===== config.mk =====
export PLATFORM = sky130hd
export DESIGN_NAME = tmds_decoder
export DESIGN_NICKNAME = d
export VERILOG_FILES = /design/src/rtl/tmds_pkg.sv /design/src/rtl/tmds_word_decode.sv /design/src/rtl/tmds_decoder.sv
export SDC_FILE = /design/constraint.sdc
export NUM_CORES = 1
export LEC_CHECK = 0
export BUFFER_PORTS_ARGS = -buffer_cell sky130_fd_sc_hd__clkbuf_2
export CELL_PAD_IN_SITES_DETAIL_PLACEMENT = 2
export CELL_PAD_IN_SITES_GLOBAL_PLACEMENT = 2
export CORE_ASPECT_RATIO = 1.4
export CORE_MARGIN = 8
export CORE_UTILIZATION = 40
export DETAILED_ROUTE_END_ITERATION = 10
export PLACE_DENSITY = 0.85
export REMOVE_ABC_BUFFERS = 1
export SYNTH_ARGS = -nofsm -noshare
export SYNTH_HDL_FRONTEND = slang
export SYNTH_HIERARCHICAL = 1
export SYNTH_SLANG_ARGS = --single-unit

===== constraint.sdc =====
create_clock -name clk_in -period 7.3 [get_ports clk_in]
set_clock_uncertainty 0.1 [all_clocks]
set_input_delay 0.365 -clock clk_in [delete_from_list [all_inputs] [get_ports clk_in]]
set_output_delay 0.365 -clock clk_in [all_outputs]
set_load 0.03 [all_outputs]

===== src/rtl/tmds_pkg.sv =====
// rtl/tmds_pkg.sv - shared TMDS word width, control-token constants and aligner state type.
package tmds_pkg;

  localparam int TMDS_WORD_W = 10;

  localparam logic [TMDS_WORD_W-1:0] CTRL_TOKEN_00 = 10'h354;
  localparam logic [TMDS_WORD_W-1:0] CTRL_TOKEN_01 = 10'h0AB;
  localparam logic [TMDS_WORD_W-1:0] CTRL_TOKEN_10 = 10'h154;
  localparam logic [TMDS_WORD_W-1:0] CTRL_TOKEN_11 = 10'h2AB;

  typedef enum logic {SEARCH, LOCKED} tmds_align_state_t;

endpackage


===== src/rtl/tmds_word_decode.sv =====
// rtl/tmds_word_decode.sv - combinational decode of one aligned TMDS word into
// control-token flag/bits or the recovered 8-bit video byte.
module tmds_word_decode
  import tmds_pkg::*;
(
  input  logic [TMDS_WORD_W-1:0] i_word,
  output logic                   o_is_ctrl,
  output logic [1:0]             o_control,
  output logic [7:0]             o_data
);

  logic [7:0] w_q;

  assign w_q = i_word[9] ? ~i_word[7:0] : i_word[7:0];

  always_comb begin
    o_is_ctrl = 1'b1;
    o_control = 2'b00;
    o_data    = 8'h00;
    // Undo the transition-minimising XOR/XNOR chain.
    o_data[0] = w_q[0];
    for (int k = 1; k < 8; k++) begin
      o_data[k] = i_word[8] ? (w_q[k] ^ w_q[k-1]) : ~(w_q[k] ^ w_q[k-1]);
    end
    case (i_word)
      CTRL_TOKEN_00: o_control = 2'b00;
      CTRL_TOKEN_01: o_control = 2'b01;
      CTRL_TOKEN_10: o_control = 2'b10;
      CTRL_TOKEN_11: o_control = 2'b11;
      default:       o_is_ctrl = 1'b0;
    endcase
  end

endmodule


===== src/rtl/tmds_decoder.sv =====
// rtl/tmds_decoder.sv - TMDS channel word aligner and decoder; defining
// TMDS_DEC_STATS_EN adds saturating offset-slip and lock-loss counters.
module tmds_decoder
  import tmds_pkg::*;
#(
  parameter int LOCK_COUNT     = 8,
  parameter int SEARCH_TIMEOUT = 2048,
  parameter int LOSS_TIMEOUT   = 4096
) (
  input  logic                   clk_in,
  input  logic                   rst_n_in,
  input  logic [TMDS_WORD_W-1:0] raw_in,
  output logic [7:0]             data_out,
  output logic [1:0]             control_out,
  output logic                   ve_out,
  output logic                   locked_out,
  output logic [3:0]             offset_out
`ifdef TMDS_DEC_STATS_EN
  ,
  output logic [15:0]            slip_count_out,
  output logic [15:0]            loss_count_out
`endif
);

  localparam int RUN_W  = $clog2(LOCK_COUNT + 1);
  localparam int TMO_W  = $clog2(SEARCH_TIMEOUT);
  localparam int LOSS_W = $clog2(LOSS_TIMEOUT);

  logic [TMDS_WORD_W-1:0]   r_word_q, r_word_qq;
  logic [2*TMDS_WORD_W-1:0] w_window;
  logic [TMDS_WORD_W-1:0]   w_aligned;
  logic                     w_is_ctrl;
  logic [1:0]               w_ctrl;
  logic [7:0]               w_data;

  tmds_align_state_t r_state, w_state_n;
  logic [3:0]        r_offset, w_offset_n;
  logic [RUN_W-1:0]  r_run, w_run_n;
  logic [TMO_W-1:0]  r_tmo, w_tmo_n;
  logic [LOSS_W-1:0] r_loss, w_loss_n;

  logic [7:0] r_data;
  logic [1:0] r_ctrl;
  logic       r_ve, r_locked;

  // Older word sits in the low half so the window reads in arrival order.
  assign w_window  = {r_word_q, r_word_qq};
  assign w_aligned = w_window[{1'b0, r_offset} +: TMDS_WORD_W];

  tmds_word_decode u_word_decode (
    .i_word    (w_aligned),
    .o_is_ctrl (w_is_ctrl),
    .o_control (w_ctrl),
    .o_data    (w_data)
  );

  always_ff @(posedge clk_in or negedge rst_n_in) begin
    if (!rst_n_in) begin
      r_word_q  <= '0;
      r_word_qq <= '0;
      r_state   <= SEARCH;
      r_offset  <= 4'd0;
      r_run     <= '0;
      r_tmo     <= '0;
      r_loss    <= '0;
    end else begin
      r_word_q  <= raw_in;
      r_word_qq <= r_word_q;
      r_state   <= w_state_n;
      r_offset  <= w_offset_n;
      r_run     <= w_run_n;
      r_tmo     <= w_tmo_n;
      r_loss    <= w_loss_n;
    end
  end

  always_comb begin
    w_state_n  = r_state;
    w_offset_n = r_offset;
    w_run_n    = r_run;
    w_tmo_n    = r_tmo;
    w_loss_n   = r_loss;
    case (r_state)
      SEARCH: begin
        if (!w_is_ctrl)                       w_run_n = '0;
        else if (r_run < RUN_W'(LOCK_COUNT))  w_run_n = r_run + RUN_W'(1);
        if (r_tmo != TMO_W'(SEARCH_TIMEOUT - 1)) w_tmo_n = r_tmo + TMO_W'(1);
        // Lock takes priority over a coincident timeout.
        if (w_is_ctrl && r_run == RUN_W'(LOCK_COUNT - 1)) begin
          w_state_n = LOCKED;
          w_run_n   = '0;
          w_tmo_n   = '0;
        end else if (r_tmo == TMO_W'(SEARCH_TIMEOUT - 1)) begin
          w_offset_n = (r_offset == 4'd9) ? 4'd0 : r_offset + 4'd1;
          w_run_n    = '0;
          w_tmo_n    = '0;
        end
      end
      LOCKED: begin
        if (w_is_ctrl)                               w_loss_n = '0;
        else if (r_loss != LOSS_W'(LOSS_TIMEOUT - 1)) w_loss_n = r_loss + LOSS_W'(1);
        if (!w_is_ctrl && r_loss == LOSS_W'(LOSS_TIMEOUT - 1)) begin
          w_state_n = SEARCH;
          w_loss_n  = '0;
          w_run_n   = '0;
          w_tmo_n   = '0;
        end
      end
      default: w_state_n = SEARCH;
    endcase
  end

  // Output uses the pre-transition state, so the lock/loss trigger word keeps the old status.
  always_ff @(posedge clk_in or negedge rst_n_in) begin
    if (!rst_n_in) begin
      r_data   <= 8'h00;
      r_ctrl   <= 2'b00;
      r_ve     <= 1'b0;
      r_locked <= 1'b0;
    end else if (r_state == LOCKED) begin
      r_locked <= 1'b1;
      if (w_is_ctrl) begin
        r_ve   <= 1'b0;
        r_ctrl <= w_ctrl;
      end else begin
        r_ve   <= 1'b1;
        r_data <= w_data;
      end
    end else begin
      r_locked <= 1'b0;
      r_ve     <= 1'b0;
      r_data   <= 8'h00;
      r_ctrl   <= 2'b00;
    end
  end

  assign data_out    = r_data;
  assign control_out = r_ctrl;
  assign ve_out      = r_ve;
  assign locked_out  = r_locked;
  assign offset_out  = r_offset;

`ifdef TMDS_DEC_STATS_EN
  logic [15:0] r_slip_cnt, r_loss_cnt;

  always_ff @(posedge clk_in or negedge rst_n_in) begin
    if (!rst_n_in) begin
      r_slip_cnt <= 16'h0000;
      r_loss_cnt <= 16'h0000;
    end else begin
      if (w_offset_n != r_offset && r_slip_cnt != 16'hFFFF)
        r_slip_cnt <= r_slip_cnt + 16'h0001;
      if (r_state == LOCKED && w_state_n == SEARCH && r_loss_cnt != 16'hFFFF)
        r_loss_cnt <= r_loss_cnt + 16'h0001;
    end
  end

  assign slip_count_out = r_slip_cnt;
  assign loss_count_out = r_loss_cnt;
`endif

endmodule


* Word-level counts from Yosys, hierarchy flattened *
Index checks and enable logic that the tools add are counted.

storage, ports and cells
  bits of input ports = 12
  register bits = 64
  output and inout bits = 16
  word-level logic and storage cells = 93

cells by class
  bitwise operators = 17
  add/sub/neg operators = 4
  equality and inequality tests = 15
  shift-type cells = 1
  magnitude comparators = 1
  mux-type cells = 35
  reductions and logical operators = 9

operators by type and width
  cell                                            number
  2-to-1 mux 11 bit                               4
  2-to-1 mux 12 bit                               3
  2-to-1 mux 4 bit                                6
  2-to-1 mux 8 bit                                3
  one-hot mux 11 bit (2 select lines)             1
  == test 10 bit, second input constant           2
  variable part select 20 x 5 -> 10 bit           1
  2-to-1 mux 1 bit                                13
  adder 12 x 1 -> 12 bit, second input constant   1
  == test 12 bit, second input constant           1
  != test 12 bit, second input constant           1
  adder 11 x 1 -> 11 bit, second input constant   1
  == test 11 bit, second input constant           1
  != test 11 bit, second input constant           1
  == test 10 x 8 -> 1 bit, second input constant  1
  == test 10 x 9 -> 1 bit, second input constant  1
  inverter 1 bit                                  9
  adder 4 x 1 -> 4 bit, second input constant     2
  inverter 8 bit                                  1
  one-hot mux 4 bit (2 select lines)              1
  XOR 1 bit                                       7
  one-hot mux 2 bit (3 select lines)              1
  AND reduction 2 bit                             3
  != test 5 bit, second input constant            1
  13 further kinds                                16

* Logic depth before layout (Yosys ltp) *
  depth in word-level cells = 8
  mapped depth = 15
  gate-level depth less buffers = 11

* By module *
Netlist, hierarchy kept.

by module, submodules not included
  module            area each (µm²)  cells an instance  instances  sequential area each (µm²)
  tmds_decoder      3420.8           320                1          1601.5
  tmds_word_decode  198.9            22                 1          0.0

* Worst setup path before layout *
No wires, ideal clock.

  kind = register to register
  start point = register r_offset[1] (netlist: offset_out[1])
  end point = register r_offset[0] (netlist: offset_out[0])
  data arrival time = 3499 ps
  required time = 7075 ps
  clock period less this slack = 3724 ps
  path buffers = 2
  cell stages (with the launch flop) = 14
  setup time = 125 ps
  setup slack = 3576 ps
  cells stage by stage = dfrtp_1 > buf_6 > mux2_4 > mux4_2 > a222oi_1 > inv_1 > and4b_1 > and3b_4 > a31o_1 > and4b_1 > nor2_1 > clkbuf_1 > nand3_1 > xnor2_1

between the ends
  word-level cells in the longest chain between the ends = 7
  elaborated cells between the ends (all ways) = 12
  classes of those cells = eq/ne: 5; shift: 1; mux: 2; bitwise: 1; reduce/logical: 3

RTL lines
  what                                       RTL line                text
  from (decl)                                tmds_decoder.sv:37      logic [3:0] r_offset, w_offset_n;
  from (signal assigned)                     tmds_decoder.sv:70      r_offset <= w_offset_n;
  variable part select 20 x 5 -> 10 bit (*)  tmds_decoder.sv:48      assign w_aligned = w_window[{1'b0, r_offset} +: TMDS_WORD_W];
  via w_aligned[1]                           tmds_decoder.sv:31      logic [TMDS_WORD_W-1:0] w_aligned;
  == test 10 bit (tied with other cells)     tmds_word_decode.sv:25  case (i_word)
  OR reduction 4 bit (no line) (*)           n/a
  2-to-1 mux 1 bit (*)                       tmds_word_decode.sv:25
  via w_is_ctrl                              tmds_decoder.sv:32      logic w_is_ctrl;
  logical AND 1 bit (*)                      tmds_decoder.sv:89      if (w_is_ctrl && r_run == RUN_W'(LOCK_COUNT - 1)) begin
  inverter 1 bit (no line) (*)               n/a
  AND reduction 3 bit (no line) (*)          n/a

Mark *: on every way through the listed nets, which the timed path passes. The rest lies on a longest branch.
A chain may end at the register's enable or synchronous reset.

* Final worst setup path *
  start point = register r_offset[1] (netlist: offset_out[1])
  end point = register r_run[1]

between the ends
  word-level cells in the longest chain between the ends = 8
  elaborated cells between the ends (all ways) = 17
  classes of those cells = eq/ne: 6; shift: 1; mux: 5; reduce/logical: 5

RTL lines
  what                                                                              RTL line                                 text
  variable part select 20 x 5 -> 10 bit (*)                                         tmds_decoder.sv:48
  via w_aligned[1]                                                                  tmds_decoder.sv:31
  == test 10 bit (tied with other cells)                                            tmds_word_decode.sv:25
  OR reduction 4 bit (no line) (*)                                                  n/a
  2-to-1 mux 1 bit (*)                                                              tmds_word_decode.sv:25
  via w_is_ctrl                                                                     tmds_decoder.sv:32
  2-to-1 mux 4 bit / zero test 1 bit (equally long branches)                        tmds_decoder.sv:85, tmds_decoder.sv:102
  2-to-1 mux 4 bit / logical AND 1 bit (equally long branches)                      tmds_decoder.sv:93, tmds_decoder.sv:102
  2-to-1 mux 4 bit / != test 2 x 1 -> 1 bit (equally long branches)                 n/a
  one-hot mux 4 bit (2 select lines) / AND reduction 2 bit (equally long branches)  n/a
  to (signal assigned)                                                              tmds_decoder.sv:71                       r_run <= w_run_n;
  to (decl)                                                                         tmds_decoder.sv:38                       logic [RUN_W-1:0] r_run, w_run_n;

Marks and branches as above.

==> flow_summary.yaml <==
layout:
  multiInputGateArea_um2: 1890
  fin_area_um2: 4140
  area_growth_pct: 14.3
  final_nets: 380
  drive_gt1_frac: 0.197
  nFillCells: 940
  seq_area_um2: 1600
  diodes: 0
detailed_routing:
  remaining_drc_errors: 0
  drt-total-wl_um: 10200
  avgViaCountPerCell: 6.07
  final_antenna_net_count: 0
  drt-pass1-iter-count: 4
  via_count: 2897
  wl_per_cell_um: 21.5
  first_iter_violations: 167
critical_path:
  worstSetupPathType: "flop to flop"
  reg2reg_from: "offset_out[1]"
  cp_max_fo: 26
  worstPathRequired_ns: 7.43
  ff2ff_setup_slack_ns: 2.09
  cp_slowest_stage_delay_ns: 1.03
  critPathMostFrequentCell: "and4b_1"
  crit_arrival_ns: 5.34
  slowest_stage: "dfrtp_1"
  reg2reg_to: "r_run[1]"
  crit_path_start_kind: "flop"
  r2r_cells: 12
  crit_chain: "mux2_2 -> mux4_2 -> a222oi_1 -> inv_1 -> and4b_1 -> and3b_4 -> a31o_1 -> buf_4 -> and4b_1 -> nor2_1 -> nand4b_1 -> o32ai_1"
  cp-end-kind: "flop"
timing:
  tns_ns: 0
  finalCriticalPeriod_ns: 5.21
  worstMarginPinSlew_ns: 1.10
  hold_viol_final: 0
  max_freq_ghz: 0.192
  period_share: 0.713
  slew_headroom: 0.262
  rsz0062_at_grt: "false"
  drv_slew: 0
  setup_violations: 0
die:
  fp.dieH_um: 129
  ioPinCount: 28
  num_rows: 41
  die_area_um2: 12400
  initial_core_util: 0.406
  die_w_um: 96.4
  core-area_um2: 8930
yosys:
  synth_area_leaders: "dfrtp_1 (44%), mux2i_1 (8.0%), mux4_2 (5.0%), mux2_2 (3.1%), xnor2_1 (2.9%)"
  yosysSeqAreaShare: 0.442
  ys_types: 62
  synth-edff-count: 0
  synth_top_area_frac: 0.442
  syn_area_um2: 3620
  synth-async-reset-ratio: 1.00
  synth_warnings: 6
  syn_inst: 342
  ys_ff_latch: 64
  synth_flop_cell: "dfrtp_1"
  avgSynthCellArea_um2: 10.6
  yosys.area.top_type: "dfrtp_1"
  yosysMostFrequentCell: "dfrtp_1"
  synthTopCellsByCount: "dfrtp_1 (64), mux2i_1 (29), nand2_1 (26), nor2_1 (26), o21ai_0 (13)"
power_and_ir_drop:
  switching_power_w: 0.000184
  p_int_w: 0.000689
  peakVddDrop_uv: 154
  p_sw_frac: 0.211
  p_seq_frac: 0.420
  leakage_nw: 1.78
  p_clk_frac: 0.526
  p_per_area_nw_per_um2: 211
  power_frac_comb: 0.053
placement:
  place_area_um2: 3820
  dp_hpwl_um: 7120
  io_buffers: 27
  place_congestion: 0.867
clock_tree:
  post_cts_resized: 0
  clk_latency_ns: 0.33
  clkSinkCount: 64
  cts_setup_buffers: 0
  ctsHtreeMaxLevel: 3
  cts_tree: "built"
  ctsHoldBuffers: 0
  cts_buffers: 9
  path_clk_slew_ns: 0.06
  cts_max_path_buffers: 2
  cts_root_buf: "clkbuf_16"
worst_hold_path:
  holdCritPathClass: "primary input to flop"
  whs_path_depth: 1
  hp-start: "raw_in[8]"
  min_to: "r_word_q[8]"
global_routing:
  grt_pass1_vias: 3204
  grt_pass1_wl_um: 17000
  grt-ovfl-total: 0
  grt_use_total: 0.179
  grt_max_degree: 65
  antenna_found_initial: 0
outcome:
  status: "complete, no violations"
run:
  maxCapViolCount: 0
==> how the worst max path moves through the flow <==
stage | startpoint | end | depth (start not counted)
final | offset_out[1] | r_run[1] | 12
after detailed placement | offset_out[1] | offset_out[1] | 12
after global placement | offset_out[1] | offset_out[1] | 12
after floorplan | offset_out[1] | offset_out[1] | 11
after global routing | offset_out[1] | r_run[1] | 12
after CTS | offset_out[1] | r_run[1] | 12
==> state kept, by name (all words and copies together), names as in the netlist, 2 cells and up <==
signal / cells
control_out: 2
data_out: 8
offset_out: 4
r_loss: 12
r_run: 4
r_tmo: 11
r_word_q: 10
r_word_qq: 10
==> metrics by stage <==
stage / worst slack, ns / power (W) / hold WS (ns) / util / std cells
after global routing: 1.76 / 0.000903 / 0.0295 / 0.463 / 477
after global placement: 2.50 / 0.000416 / 0.297 / 0.428 / 461
after detailed placement: 2.20 / 0.000419 / 0.312 / 0.428 / 461
after CTS: 2.14 / 0.000886 / 0.0259 / 0.463 / 477
after floorplan: 2.66 / 0.000398 / -0.0306 / - / 325
final: 2.09 / 0.000873 / 0.0403 / 0.463 / 477
==> kinds of logic (layout without fill, tap and decap cells) <==
logic type,after synthesis,count (layout),share of synthesized area
simple gates,113,113,0.165
compound gates,66,66,0.132
flops,64,64,0.442
mux,50,50,0.174
buf+inv,29,57,0.0353
xor+xnor,17,17,0.0411
fa+ha+maj,3,3,0.0104
==> critical path, delay by kind of cell, from the launching register on <==
| family | cells | cell delay (ns) |
|---|---|---|
| simple gates | 5 | 1.75 |
| buf+inv | 2 | 0.42 |
| mux | 2 | 0.91 |
| flops | 1 | 1.03 |
| compound gates | 3 | 0.88 |
==> area by class of cell <==
type,count,share of cell area
clock inverters,3,0.0157
clock buffers,13,0.0605
inverters,12,0.0109
multi-input cells,249,0.457
repair buffers,29,0.0363
flip-flops and latches,64,0.387
well taps,107,0.0324
==> power groups by stage <==
stage | Clock, W | Sequential [W] | Combinational [W]
final | 0.000460 | 0.000367 | 0.0000465
after global routing | 0.000484 | 0.000367 | 0.0000512
after CTS | 0.000472 | 0.000367 | 0.0000473
after detailed placement | 0 | 0.000373 | 0.0000466
after global placement | 0 | 0.000372 | 0.0000437
after floorplan | 0 | 0.000370 | 0.0000285
==> per-layer routing <==
metal | part of all wire | routed length, µm | global-route usage
met5 | 0 | 0 | 0
met4 | 0.028 | 287 | 0.0993
met3 | 0.034 | 344 | 0.0268
met1 | 0.40 | 4140 | 0.206
met2 | 0.53 | 5470 | 0.307
==> cell usage in the layout, fill, tap and decap left out, types with 3 or more instances in the layout <==
cell type   n
dfrtp_1    64
mux2i_1    29
clkbuf_2   27
nor2_1     26
nand2_1    26
o21ai_0    13
nand3_1    12
xnor2_1    12
mux2_2     10
inv_1      10
a21oi_1    10
nor3_1     10
clkbuf_16   9
mux4_2      8
o2bb2ai_1   7
nand2b_1    5
a21o_1      5
xor2_1      5
o211ai_1    4
nand4_1     4
nand4b_1    4
and3_1      4
mux2_4      3
nand3b_1    3
o32ai_1     3
ha_1        3
clkbuf_1    3
Power figures use the tool's default switching activity.
